## src/rtl/mem_rs.sv

```systemverilog
// In-order memory-op reservation queue: holds dispatched loads/stores, snoops the
// CDB for missing operands and issues the head to the memory controller when ready.
module mem_rs #(
  parameter int unsigned DEPTH = 4,
  parameter int unsigned TAG_W = 8
) (
  input  logic                    clk,
  input  logic                    reset,
  input  logic                    flush,
  input  logic                    disp_valid,
  output logic                    disp_ready,
  input  logic [6:0]              disp_opcode,
  input  logic [4:0]              disp_rd,
  input  logic [31:0]             disp_imm,
  input  logic [TAG_W-1:0]        disp_waw_id,
  input  logic [31:0]             disp_a,
  input  logic [31:0]             disp_b,
  input  logic                    disp_a_vld,
  input  logic                    disp_b_vld,
  input  logic [TAG_W-1:0]        disp_a_tag,
  input  logic [TAG_W-1:0]        disp_b_tag,
  input  logic                    cdb_vld,
  input  logic [31:0]             cdb_data,
  input  logic [TAG_W-1:0]        cdb_tag,
  input  logic                    pull,
  output logic [6:0]              opcode_o,
  output logic [4:0]              rd_o,
  output logic [31:0]             imm_o,
  output logic [31:0]             a_o,
  output logic [31:0]             b_o,
  output logic [TAG_W-1:0]        waw_id_o,
  output logic [$clog2(DEPTH):0]  count_o
);

  localparam int unsigned PTR_W = $clog2(DEPTH);
  localparam int unsigned CNT_W = PTR_W + 1;

  localparam logic [6:0] OP_LB = 7'd11;
  localparam logic [6:0] OP_SB = 7'd16;
  localparam logic [6:0] OP_SW = 7'd18;

  typedef struct packed {
    logic [6:0]       opcode;
    logic [4:0]       rd;
    logic [31:0]      imm;
    logic [TAG_W-1:0] waw_id;
    logic [31:0]      a;
    logic             a_vld;
    logic [TAG_W-1:0] a_tag;
    logic [31:0]      b;
    logic             b_vld;
    logic [TAG_W-1:0] b_tag;
  } entry_t;

  entry_t           ent_q [DEPTH];
  logic [DEPTH-1:0] vld_q;
  logic [PTR_W-1:0] head_q;
  logic [PTR_W-1:0] tail_q;
  logic [CNT_W-1:0] cnt_q;

  entry_t hd_c;
  entry_t new_ent_c;
  logic   op_ok_c;
  logic   enq_c;
  logic   issue_c;
  logic   a_hit_c;
  logic   b_hit_c;
  logic   is_store_c;
  logic   head_rdy_c;

  // Dispatch acceptance and the incoming entry, with same-cycle CDB capture.
  always_comb begin
    disp_ready = reset && (cnt_q < CNT_W'(DEPTH)) && !flush;
    op_ok_c    = (disp_opcode >= OP_LB) && (disp_opcode <= OP_SW);
    enq_c      = disp_valid && disp_ready && op_ok_c;

    new_ent_c        = '0;
    new_ent_c.opcode = disp_opcode;
    new_ent_c.rd     = disp_rd;
    new_ent_c.imm    = disp_imm;
    new_ent_c.waw_id = disp_waw_id;
    new_ent_c.a_tag  = disp_a_tag;
    new_ent_c.b_tag  = disp_b_tag;
    new_ent_c.a_vld  = disp_a_vld || (cdb_vld && (disp_a_tag == cdb_tag));
    new_ent_c.b_vld  = disp_b_vld || (cdb_vld && (disp_b_tag == cdb_tag));
    new_ent_c.a      = disp_a_vld ? disp_a : cdb_data;
    new_ent_c.b      = disp_b_vld ? disp_b : cdb_data;
  end

  // Head readiness and issue; operands bypass from the CDB so capture and issue share a cycle.
  always_comb begin
    hd_c       = ent_q[head_q];
    a_hit_c    = cdb_vld && !hd_c.a_vld && (hd_c.a_tag == cdb_tag);
    b_hit_c    = cdb_vld && !hd_c.b_vld && (hd_c.b_tag == cdb_tag);
    is_store_c = (hd_c.opcode >= OP_SB) && (hd_c.opcode <= OP_SW);
    head_rdy_c = (hd_c.a_vld || a_hit_c) && (!is_store_c || hd_c.b_vld || b_hit_c);
    issue_c    = reset && !flush && vld_q[head_q] && head_rdy_c && pull;

    opcode_o = issue_c ? hd_c.opcode : 7'd0;
    rd_o     = hd_c.rd;
    imm_o    = hd_c.imm;
    waw_id_o = hd_c.waw_id;
    a_o      = a_hit_c ? cdb_data : hd_c.a;
    b_o      = b_hit_c ? cdb_data : hd_c.b;
    count_o  = cnt_q;
  end

  // Queue control: pointers, occupancy and per-entry valid bits.
  always_ff @(posedge clk or negedge reset) begin
    if (!reset) begin
      head_q <= '0;
      tail_q <= '0;
      cnt_q  <= '0;
      vld_q  <= '0;
    end else if (flush) begin
      head_q <= '0;
      tail_q <= '0;
      cnt_q  <= '0;
      vld_q  <= '0;
    end else begin
      if (enq_c) begin
        vld_q[tail_q] <= 1'b1;
        tail_q        <= tail_q + PTR_W'(1);
      end
      if (issue_c) begin
        vld_q[head_q] <= 1'b0;
        head_q        <= head_q + PTR_W'(1);
      end
      unique case ({enq_c, issue_c})
        2'b10:   cnt_q <= cnt_q + CNT_W'(1);
        2'b01:   cnt_q <= cnt_q - CNT_W'(1);
        default: cnt_q <= cnt_q;
      endcase
    end
  end

  // Entry payloads: CDB snoop on waiting operands, then the enqueue write.
  always_ff @(posedge clk) begin
    for (int i = 0; i < DEPTH; i++) begin
      if (vld_q[i] && cdb_vld && !ent_q[i].a_vld && (ent_q[i].a_tag == cdb_tag)) begin
        ent_q[i].a     <= cdb_data;
        ent_q[i].a_vld <= 1'b1;
      end
      if (vld_q[i] && cdb_vld && !ent_q[i].b_vld && (ent_q[i].b_tag == cdb_tag)) begin
        ent_q[i].b     <= cdb_data;
        ent_q[i].b_vld <= 1'b1;
      end
    end
    if (enq_c) ent_q[tail_q] <= new_ent_c;
  end

endmodule

```

## config.mk

```make
export PLATFORM = sky130hd
export DESIGN_NAME = mem_rs
export DESIGN_NICKNAME = d
export VERILOG_FILES = /design/src/rtl/mem_rs.sv
export SDC_FILE = /design/constraint.sdc
export NUM_CORES = 1
export LEC_CHECK = 0
export BUFFER_PORTS_ARGS = -buffer_cell sky130_fd_sc_hd__buf_2
export CORE_UTILIZATION = 45
export CTS_CLUSTER_DIAMETER = 40
export CTS_CLUSTER_SIZE = 16
export DETAILED_ROUTE_END_ITERATION = 6
export HOLD_SLACK_MARGIN = 0.15
export PLACE_DENSITY = 0.67
export SYNTH_ARGS = -nofsm -noshare
export SYNTH_HDL_FRONTEND = slang
export SYNTH_SLANG_ARGS = --single-unit
```

## constraint.sdc

```tcl
create_clock -name clk -period 6.25 [get_ports clk]
set_clock_uncertainty 0.05 [all_clocks]
set_input_delay 1.25 -clock clk [delete_from_list [all_inputs] [get_ports clk]]
set_output_delay 1.25 -clock clk [all_outputs]
set_load 0.01 [all_outputs]
```

# [After elaboration in Yosys (flattened, before gate mapping)]
# Memory sizes are Yosys's and may differ from the RTL's.
# Cells that the tools add are included.
[classes] n_addsub=4 n_lt_le_gt_ge=9 eq_ne=14 muxes=39 bitwise_logic=3 n_reduce_logical=59
[op_table] operator="two-way mux 32 bit" n=4
[op_table] operator="equality test 8 bit" n=12
[op_table] operator="logical AND 1 bit" n=39
[op_table] operator="two-way mux 1 bit" n=21
[op_table] operator="two-way mux 4 bit" n=4
[op_table] operator="less-or-equal comparator 7 x 5 -> 1 bit, second input constant" n=2
[op_table] operator="logical NOT 1 bit" n=12
[op_table] operator="two-way mux 2 bit" n=4
[op_table] operator=">= comparator 7 x 4 -> 1 bit, second input constant" n=1
[op_table] operator=">= comparator 7 x 5 -> 1 bit, second input constant" n=1
[op_table] operator="two-way mux 7 bit" n=1
[op_table] operator="less-than comparator 2 x 3 -> 1 bit, second input constant" n=2
[op_table] operator="case mux 3 bit (2 select lines)" n=1
[op_table] operator="logical OR 1 bit" n=5
[op_table] operator="adder 2 x 1 -> 2 bit, second input constant" n=2
[op_table] operator="bitwise AND 4 bit" n=1
[op_table] operator="demux 1 bit (select 2 bit)" n=2
[op_table] operator=">= comparator 2 x 1 -> 1 bit, second input constant" n=2
[op_table] operator="inverter 4 bit" n=1
[op_table] operator="OR 4 bit" n=1
[op_table] operator="nonzero test 2 bit" n=2
[op_table] operator="adder 3 x 1 -> 3 bit, second input constant" n=1
[op_table] operator="less-than comparator 3 bit, second input constant" n=1
[op_table] operator="two-way mux 3 bit" n=1
[op_table] operator="5 further kinds" n=5
[totals] regBits=11 ramBits=536 inputBits=180 out_inout_bits=120 word_cells=133 n_memories=1
[memory_table] memory="ent_q" depth=4 word_bits=134 rd=5 rd_clocked_by_memory_dff=0 write_ports=5 line_no="55" source="entry_t ent_q [DEPTH];"

# [Depth between registers and ports, before layout]
# Gate-level depths: netlist (run 1).
# An unclocked memory read counts as a cell.
[logic_depth] word_depth=12 ltp_mapped=14 ltp_nobuf=10

# [Worst setup path after synthesis (run 1)]
# OpenSTA, ideal clock, no wires.
[synth_timing] path_type="input -> register" from="input port disp_opcode[0]" to="memory ent_q[3][10] in the netlist's numbering, data pin" setup_time_ns=0.260 t_arrival_ns=5.093 required_time_ns=5.940 setup_slack_ns=0.847 stages=8 n_path_buf=2 cell_sequence="a21oi_1 > or3b_2 > a21oi_1 > and2_1 > clkbuf_1 > nand2_1 > buf_1 > mux2_2"
[synth_rtl] item="start: declaration" line_no="12" source="input logic [6:0] disp_opcode,"
[synth_rtl] item="end: declaration" line_no="55"

# [Worst setup path in the final report (run 1)]
[layout_timing] from="register head_q[0]" to="output port opcode_o[1]"
[layout_via] elab_chain_cells=10 elab_cells_between_ends=23 cone_classes="order compare (2); eq/ne (2); mux (3); reduce/logical (15); memory (1)"
[layout_rtl] item="start: declaration" line_no="57" source="logic [PTR_W-1:0] head_q;"
[layout_rtl] item="start signal: assignment" line_no="127" source="head_q <= head_q + PTR_W'(1);"
[layout_rtl] item="memory (4 x 134 bit)"
[layout_rtl] item=">= comparator 7 x 5 -> 1 bit or less-or-equal comparator 7 x 5 -> 1 bit (tied branches)" line_no="95" source="is_store_c = (hd_c.opcode >= OP_SB) && (hd_c.opcode <= OP_SW);"
[layout_rtl] item="logical AND 1 bit" line_no="95"
[layout_rtl] item="logical NOT 1 bit" line_no="96" source="head_rdy_c = (hd_c.a_vld || a_hit_c) && (!is_store_c || hd_c.b_vld || b_hit_c);"
[layout_rtl] item="logical OR 1 bit (2 in a row)" line_no="96"
[layout_rtl] item="logical AND 1 bit" line_no="96"
[layout_rtl] item="logical AND 1 bit (2 in a row)" line_no="97" source="issue_c = reset && !flush && vld_q[head_q] && head_rdy_c && pull;"
[layout_rtl] item="two-way mux 7 bit *" line_no="99" source="opcode_o = issue_c ? hd_c.opcode : 7'd0;"
[layout_rtl] item="end: declaration" line_no="26" source="output logic [6:0] opcode_o,"
# Every way passes the cells marked *; elsewhere a longest branch is shown, timed or not. The select of a mux whose other input is x is not followed.

==> impl_metrics.ini, run 1 <==
[outcome]
status = finished, final reports clean

[clock_tree]
cts_setup_buffers = 0
clk-insertion-delay-late_ns = 0.63
htreeDepth = 3
clk_path_buf_depth = 3
clock-sinks = 547
path_clk_slew_ns = 0.06
cts_resized = 0
clockRootBuffer = clkbuf_16
tritoncts = built
cts_hold_buf = 0
cts_buffers = 81

[timing]
final.setup.tns_ns = 0
setup_ws_ns = 0.827
finalCriticalPeriod_ns = 5.42
period_share_pct = 86.8
drv_slew = 0
finalHoldViolCount = 0
maxSlewHeadroom_pct = 28.9
whs_ns = 0.461
rsz0062_at_grt = no
setup_viol = 0
worstMarginPinSlew_ns = 1.06
clock.fmax_ghz = 0.184

[yosys]
synth.cell_area_um2 = 25200
yosys-top-cells-count = 535 x edfxtp_1, 320 x mux2_2, 130 x mux4_2
synth_cells = 1357
synth_edf_count = 535
syn_nets = 1546
synth.avg_cell_area_um2 = 18.6
synthMostInstantiatedCell = edfxtp_1
ys.flop_type = edfxtp_1
synth.distinct_cells = 47
yosys_warnings = 0
synth_top_area_share_pct = 63.7
async_flop_share_pct = 2.01
synth_seq_cells = 547
yosys-top-cells-area = edfxtp_1 64%, mux2_2 14%, mux4_2 12%
synthDominantAreaCellType = edfxtp_1
yosysSeqAreaShare_pct = 64.9

[finish]
drive_gt1_share_pct = 54.6
stdcell_count = 2478
fillers = 4333
nNetsFinal = 1842
synthToLayoutAreaGrowth_pct = 20.0
utilization_pct = 54.8
seq_area_um2 = 16400
multiInputGateArea_um2 = 8430

[placement]
dp.cells = 2318
gp_congestion = 0.804
dp_hpwl_um = 38000
port_buffers = 299
post-place-ws_ns = 1.38

[run]
max-cap-violations = 0

[drt]
wirelength_um = 61700
avgRoutedWirePerCell_um = 24.9
drc_errors = 0
final_antenna_net_count = 0
vias = 13800
drtIter0Drc = 846
vias_per_cell = 5.57
drtPass1Iterations = 5

[floorplan]
die_area_um2 = 57000
io_pins = 300
rows = 86
die_h_um = 239
core_area_um2 = 55200
die_w_um = 239
start_util_pct = 45.7

[global_route]
grt_pass1_vias = 14500
grt_max_degree = 58
grtUsageTotal_pct = 21.9
grt_overflow = 0
grt_antenna_before_repair = 13
grt_pass1_wl_um = 91400

[power]
p_per_area_nw_per_um2 = 292
irDropWorstVdd_v = 0.000255
p_sw_w = 0.00196
pwr-share-seq_pct = 45.6
power.internal_w = 0.00688
leakagePower_nw = 10.3
pwr-share-comb_pct = 3.2
clkPwrFrac_pct = 51.1
netSwitchingFraction_pct = 22.1

[worst_hold_path]
hold_class = input pin to asynchronous set/reset pin

[setup_path]
path_class = register to output pin
critPathRequiredTime_ns = 4.95
end_kind = output pin
cp-start-kind = register
cp_max_fo = 46
cp.arrival_ns = 4.12
==> per-stage QoR <==
stage          power, W  instance area, um2
2_1_floorplan   0.00426               25200
3_3_place_gp    0.00438               27500
3_5_place_dp    0.00439               27500
4_1_cts         0.00891               30200
5_1_grt         0.00907               30200
6_report        0.00883               30300
==> worst max-delay path, cell delays in order (launching register included) <==
cell	delay, ns
dfrtp_4	0.99
mux4_2	0.61
xnor2_1	0.28
nand2_1	0.16
o41a_1	0.49
a211oi_4	0.59
and2_1	0.22
buf_2	0.13
==> metal layers <==
layer	vias up	global-route usage, %	share of wire [%]
li1	6084	-	-
met1	7184	29.4	43
met2	433	35.0	49
met3	90	5.28	6.8
met4	16	7.52	1.9
met5	-	0	0.17
==> worst paths after layout <==
check | start | endpoint | slack (ns) | depth (start not counted)
min in group clk | count_o[0] | count_o[0] | 0.49 | 1
setup / recovery | head_q[0] | opcode_o[1] | 0.83 | 7
hold reg to reg | count_o[0] | count_o[0] | 0.49 | 1
max in group asynchronous | reset | head_q[1] | 5.43 | 1
setup reg to reg | head_q[0] | count_o[2] | 1.96 | 11
hold / removal | reset | count_o[2] | 0.46 | 1
==> registers in the layout, summed over array words and instances (netlist names) <==
register,cells
head_q,2
tail_q,2
vld_q,4
ent_q,536
count_o,3
==> cells by family (layout without fill, tap and decap cells) <==
logic type | count (synthesis) | in the layout | synth area share, %
flip-flops | 547 | 547 | 64.9
XOR/XNOR | 98 | 98 | 3.40
adder cells (fa/ha/maj) | 9 | 9 | 0.476
other | 0 | 8 | 0
AND/OR/NAND/NOR | 95 | 95 | 1.97
multiplexers | 463 | 463 | 26.4
AO/OA/AOI/OAI | 27 | 27 | 0.977
buffers and inverters | 118 | 483 | 1.89
==> power by group through the flow <==
stage / Combinational, W / Sequential (W) / Clock, W
2_1_floorplan: 0.000150 / 0.00411 / 0
3_3_place_gp: 0.000272 / 0.00411 / 0
3_5_place_dp: 0.000282 / 0.00411 / 0
4_1_cts: 0.000284 / 0.00403 / 0.00460
5_1_grt: 0.000310 / 0.00403 / 0.00473
6_report: 0.000285 / 0.00403 / 0.00452
==> final cells by class <==
| cell class | count | area share [%] |
|---|---|---|
| Clock inverter | 67 | 2.33 |
| Antenna cell | 8 | 0.0662 |
| Clock buffer | 85 | 6.75 |
| Timing Repair Buffer | 325 | 5.72 |
| Multi-Input combinational cell | 692 | 27.9 |
| Tap cell | 748 | 3.09 |
| Inverter | 6 | 0.0744 |
| Sequential cell | 547 | 54.1 |
==> cell usage in the layout, fill, tap and decap left out, types with 14 or more instances in the layout <==
master     Yosys  layout
edfxtp_1     535     535
mux2_2       320     320
buf_2         15     299
mux4_2       130     130
clkbuf_16      0      81
xor2_1        52      52
xnor2_1       46      46
buf_4          2      23
nand2_1       25      16
nor2_1        14      14
Power figures use the tool's default switching activity.
==> inputs of run 2 (changes only) <==
--- a/config.mk
+++ b/config.mk
@@ -11,7 +11,6 @@
 export CTS_CLUSTER_SIZE = 16
 export DETAILED_ROUTE_END_ITERATION = 6
 export HOLD_SLACK_MARGIN = 0.15
-export PLACE_DENSITY = 0.67
 export SYNTH_ARGS = -nofsm -noshare
 export SYNTH_HDL_FRONTEND = slang
 export SYNTH_SLANG_ARGS = --single-unit
==> run 2 against run 1 <==
  * Clock power is 7.7% higher
  * Worst setup slack improved by 0.20 ns
  * Critical path depth is the same
  * Total power up 4.0%
  * Non-clock buffer count grew 1
  * Largest power group unchanged
  * Highest routed layer unchanged
==> impl_metrics.ini, run 2 (synthesis results as in run 1) <==
[finish]
utilization_pct = 55.2
nNetsFinal = 1849
drive_gt1_share_pct = 54.7
final_common_cell = edfxtp_1
synthToLayoutAreaGrowth_pct = 20.9
fillers = 4404
largest_register = ent_q
most-common-layout-cells = 535 x edfxtp_1, 320 x mux2_2, 299 x buf_2
largest_reg_flops = 536
design_area_um2 = 30500

[placement]
port_buffers = 299
dp_hpwl_um = 37500
gp_congestion = 0.793
dpl_cell_area_um2 = 27500

[timing]
maxSlewHeadroom_pct = 29.4
rsz0062_at_grt = no
clock.fmax_ghz = 0.191
worstMarginPinSlew_ns = 1.06
setup_viol = 0
final.setup.tns_ns = 0
period_share_pct = 83.6
drv_slew = 0
finalCriticalPeriod_ns = 5.23
finalHoldViolCount = 0

[clock_tree]
cts_setup_buffers = 0
clock-sinks = 547
path_clk_slew_ns = 0.06
cts_buffers = 87
clk_path_buf_depth = 3
clockRootBuffer = clkbuf_16
cts_hold_buf = 0
cts_resized = 0
tritoncts = built
htreeDepth = 3
clk-insertion-delay-late_ns = 0.63

[drt]
wirelength_um = 63600
drtIter0Drc = 922
final_antenna_net_count = 0
vias_per_cell = 5.57
drtPass1Iterations = 5
avgRoutedWirePerCell_um = 25.6
vias = 13800
drc_errors = 0

[setup_path]
end_kind = output pin
path_class = register to output pin
cp_slowest_cell = dfrtp_4
path_cells = mux4_2 > xnor2_1 > nand2_1 > o41a_1 > a211oi_4 > and2_1 > buf_2
cp-start-kind = register
max_stage_delay_ns = 1.01
cp_max_fo = 54
cp.arrival_ns = 3.93
critPathRequiredTime_ns = 4.95

[floorplan]
die_h_um = 239
start_util_pct = 45.7
io_pins = 300
core_area_um2 = 55200
rows = 86
die_w_um = 239
die_area_um2 = 57000

[power]
leakagePower_nw = 10.4
netSwitchingFraction_pct = 21.7
finalPower_w = 0.00919
irDropWorstVdd_v = 0.000220
pwr-share-comb_pct = 3.1
p_sw_w = 0.00199
power.internal_w = 0.00720
pwr-share-seq_pct = 43.9
clkPwrFrac_pct = 53.0
p_per_area_nw_per_um2 = 301

[global_route]
grt_antenna_before_repair = 12
grt_pass1_wl_um = 94200
grt_pass1_vias = 14700
grt_max_degree = 85
grtUsageTotal_pct = 22.7
grt_overflow = 0

[outcome]
status = finished, final reports clean

[worst_hold_path]
hold_class = register to register

[run]
max-cap-violations = 0
[run 2: worst paths after layout]
path / depth (start not counted) / slack (ns) / startpoint / end
min in group asynchronous: 1 / 0.46 / reset / head_q[1]
max in group asynchronous: 1 / 5.42 / reset / head_q[0]
max reg2reg: 8 / 2.14 / head_q[1] / count_o[1]
min reg2reg: 1 / 0.45 / count_o[2] / count_o[2]
max: 7 / 1.02 / head_q[1] / opcode_o[0]
min: 1 / 0.45 / count_o[2] / count_o[2]
[run 2: area by class of cell]
type,instances,area (um2),share of cell area (%)
diodes,7,17.5,0.0575
clock buffers,96,2210,7.25
clock inverters,63,777,2.55
inverters,6,22.5,0.0739
multi-input cells,692,8430,27.7
flip-flops and latches,547,16400,53.7
well taps,748,936,3.07
repair buffers,326,1720,5.65
[run 2: per-layer routing]
layer  up-vias  track usage, %  share of wire (%)
li1       6090               -                  -
met1      7229            29.3                 42
met2       395            37.4                 49
met3       120            5.72                6.1
met4        14            7.48                2.8
met5         -               0               0.14
[run 2: metrics by stage]
step / worst slack (ns) / hold slack [ns] / cells
CTS: 0.895 / 0.442 / 2478
global placement: 1.40 / 0.438 / 2319
detailed placement: 1.34 / 0.443 / 2319
finish: 1.02 / 0.450 / 2485
global route: 0.774 / 0.458 / 2480
floorplan: 0.847 / 0.426 / 1357
[run 2: power by group through the flow]
stage / Clock, W / Sequential (W) / Combinational [W]
global placement: 0 / 0.00411 / 0.000274
finish: 0.00487 / 0.00403 / 0.000285
floorplan: 0 / 0.00411 / 0.000150
detailed placement: 0 / 0.00411 / 0.000284
global route: 0.00511 / 0.00403 / 0.000312
CTS: 0.00496 / 0.00403 / 0.000286
[run 2: worst max-delay path: cells and delay by family (launching register included)]
| family | cells | cell delay (ns) |
|---|---|---|
| muxes | 1 | 0.42 |
| and+or+nand+nor | 2 | 0.34 |
| AOI/OAI and AO/OA | 2 | 1.10 |
| DFF | 1 | 1.01 |
| buffers and inverters | 1 | 0.13 |
| xor gates and xnor gates | 1 | 0.23 |
==> inputs of run 3 (changes only) <==
--- a/config.mk
+++ b/config.mk
@@ -5,6 +5,7 @@
 export SDC_FILE = /design/constraint.sdc
 export NUM_CORES = 1
 export LEC_CHECK = 0
+export ABC_AREA = 1
 export BUFFER_PORTS_ARGS = -buffer_cell sky130_fd_sc_hd__buf_2
 export CORE_UTILIZATION = 45
 export CTS_CLUSTER_DIAMETER = 40
==> constraint.sdc (replaced) <==
create_clock -name clk -period 5.3 [get_ports clk]
set_clock_uncertainty 0.05 [all_clocks]
set_input_delay 1.06 -clock clk [delete_from_list [all_inputs] [get_ports clk]]
set_output_delay 1.06 -clock clk [all_outputs]
set_load 0.01 [all_outputs]
==> run 3 against run 2 <==
  * Via count up 43%
  * Critical path depth up 6
  * Sequential share of layout area up 0.14 points
  * Count of clock-buffer cells in the layout down 13
  * Critical path type unchanged
==> impl_metrics.ini, run 3 <==
[timing]
drv_slew = 0
period_share_pct = 94.0
finalCriticalPeriod_ns = 4.98
finalHoldViolCount = 0
whs_ns = 0.274
maxSlewHeadroom_pct = 24.4
final.setup.tns_ns = 0
rsz0062_at_grt = no
setup_viol = 0
clock.fmax_ghz = 0.201
setup_ws_ns = 0.320
worstMarginPinSlew_ns = 1.13

[floorplan]
die_area_um2 = 57300
start_util_pct = 45.7
die_w_um = 239
io_pins = 300
core_area_um2 = 55400
rows = 86
die_h_um = 239

[setup_path]
cp-start-kind = register
path_class = register to output pin
critPathRequiredTime_ns = 4.19
cp_max_fo = 110
cp.arrival_ns = 3.87
end_kind = output pin

[clock_tree]
cts_resized = 0
htreeDepth = 3
cts_setup_buffers = 0
path_clk_slew_ns = 0.06
cts_hold_buf = 0
clk-insertion-delay-late_ns = 0.62
tritoncts = built
clk_path_buf_depth = 3
clockRootBuffer = clkbuf_16
clock-sinks = 547
cts_buffers = 80

[yosys]
yosys-top-cells-area = edfxtp_1 63%, o21ai_0 11%, nand2_1 5.7%
synth_seq_cells = 547
synth.cell_area_um2 = 25400
synthMostInstantiatedCell = o21ai_0
yosys-top-cells-count = 560 x o21ai_0, 535 x edfxtp_1, 388 x nand2_1
synth_mux_area_share_pct = 0
synth_simple_gate_area_share_pct = 13.8
synth_edf_count = 535
synthXorXnorAreaFrac_pct = 1.49
async_flop_share_pct = 2.01
synth_cells = 2469
synth_compound_area_share_pct = 15.7
synth_top_area_share_pct = 63.4
yosysSeqAreaShare_pct = 64.5
ys.flop_type = edfxtp_1
yosys_warnings = 0
syn_nets = 2658
synth.avg_cell_area_um2 = 10.3
synthAdderAreaFrac_pct = 0.474
synth.distinct_cells = 49
synth_top_family_by_area = compound AO/OA/AOI/OAI gates
synthDominantAreaCellType = edfxtp_1

[drt]
drc_errors = 0
wirelength_um = 73600
vias = 19800
avgRoutedWirePerCell_um = 20.8
drtPass1Iterations = 6
vias_per_cell = 5.60
drtIter0Drc = 1672
final_antenna_net_count = 0

[finish]
multiInputGateArea_um2 = 8160
final_common_cell = o21ai_0
fillers = 4766
synthToLayoutAreaGrowth_pct = 20.0
largest_reg_flops = 536
largest_register = ent_q
drive_gt1_share_pct = 18.4
nNetsFinal = 2909
most-common-layout-cells = 558 x o21ai_0, 535 x edfxtp_1, 387 x nor2_1
design_area_um2 = 30400
seq_area_um2 = 16400

[placement]
dp_hpwl_um = 44400
dpl_cell_area_um2 = 27700
gp_congestion = 0.901
post-place-ws_ns = 0.831
port_buffers = 299

[global_route]
grtUsageTotal_pct = 25.7
grt_max_degree = 111
grt_antenna_before_repair = 12
grt_overflow = 0
grt_pass1_vias = 18700
grt_pass1_wl_um = 110000

[power]
p_per_area_nw_per_um2 = 381
irDropWorstVdd_v = 0.000313
finalPower_w = 0.0116
power.internal_w = 0.00854
clkPwrFrac_pct = 46.3
leakagePower_nw = 11.5
netSwitchingFraction_pct = 26.4
pwr-share-seq_pct = 41.2
p_sw_w = 0.00306
pwr-share-comb_pct = 12.5

[run]
max-cap-violations = 0

[outcome]
status = finished, final reports clean

[worst_hold_path]
hold_class = input pin to asynchronous set/reset pin
[run 3: cell families after synthesis]
logic type | count (synthesis)
xor gates and xnor gates | 43
adders and majority gates | 9
AOI/OAI and AO/OA | 744
DFF | 547
buffers and inverters | 244
and+or+nand+nor | 882
[run 3: area by class of cell]
type                       count  share of cell area (%)
antenna                        4                  0.0329
clock buffer                  83                    6.62
clock inverter                66                    2.42
inverter                      75                   0.959
multi-input combinational   1678                    26.8
sequential                   547                    53.8
tap                          748                    3.08
timing repair buffer         338                    6.25
[run 3: power by group through the flow]
stage,Sequential (W),Combinational (W),Clock [W]
6_report,0.00478,0.00145,0.00537
5_1_grt,0.00477,0.00161,0.00562
4_1_cts,0.00478,0.00145,0.00544
3_5_place_dp,0.00486,0.00145,0
3_3_place_gp,0.00486,0.00143,0
2_1_floorplan,0.00485,0.000875,0
[run 3: path summary, 6_finish.rpt]
check | slack [ns] | end | cells after the start | start
max in group asynchronous | 4.65 | head_q[1] | 1 | reset
max | 0.32 | a_o[7] | 13 | head_q[0]
min | 0.27 | count_o[1] | 1 | reset
max reg2reg | 1.61 | count_o[2] | 16 | head_q[1]
min reg2reg | 0.52 | ent_q[2][49] | 2 | ent_q[2][49]
min in group clk | 0.52 | ent_q[2][49] | 2 | ent_q[2][49]
[run 3: worst max-delay path, cell delays in order (launching register included)]
cell and delay (ns):
dfrtp_4 0.61, inv_8 0.52, nand2_1 0.10, nand3_1 0.13, nand2_1 0.07, nand2_1 0.07
nand2_1 0.05, nor2_1 0.11, nand3_1 0.23, nor2_4 0.70, buf_4 0.30, nor2_1 0.05
a21oi_1 0.12, buf_2 0.15
[run 3: metal layers]
layer	GRT usage [%]	vias to the layer above	share of wire, %
li1	-	9372	-
met1	34.4	9490	42
met2	41.1	806	47
met3	6.06	119	8.5
met4	8.70	14	2.1
met5	0	-	0.12
[run 3: per-stage QoR]
step                      std cells  utilization [%]
after CTS                      3535             54.9
after global placement         3386             49.9
after global routing           3536             54.9
final                          3539             54.9
after floorplan                2469                -
after detailed placement       3386             49.9
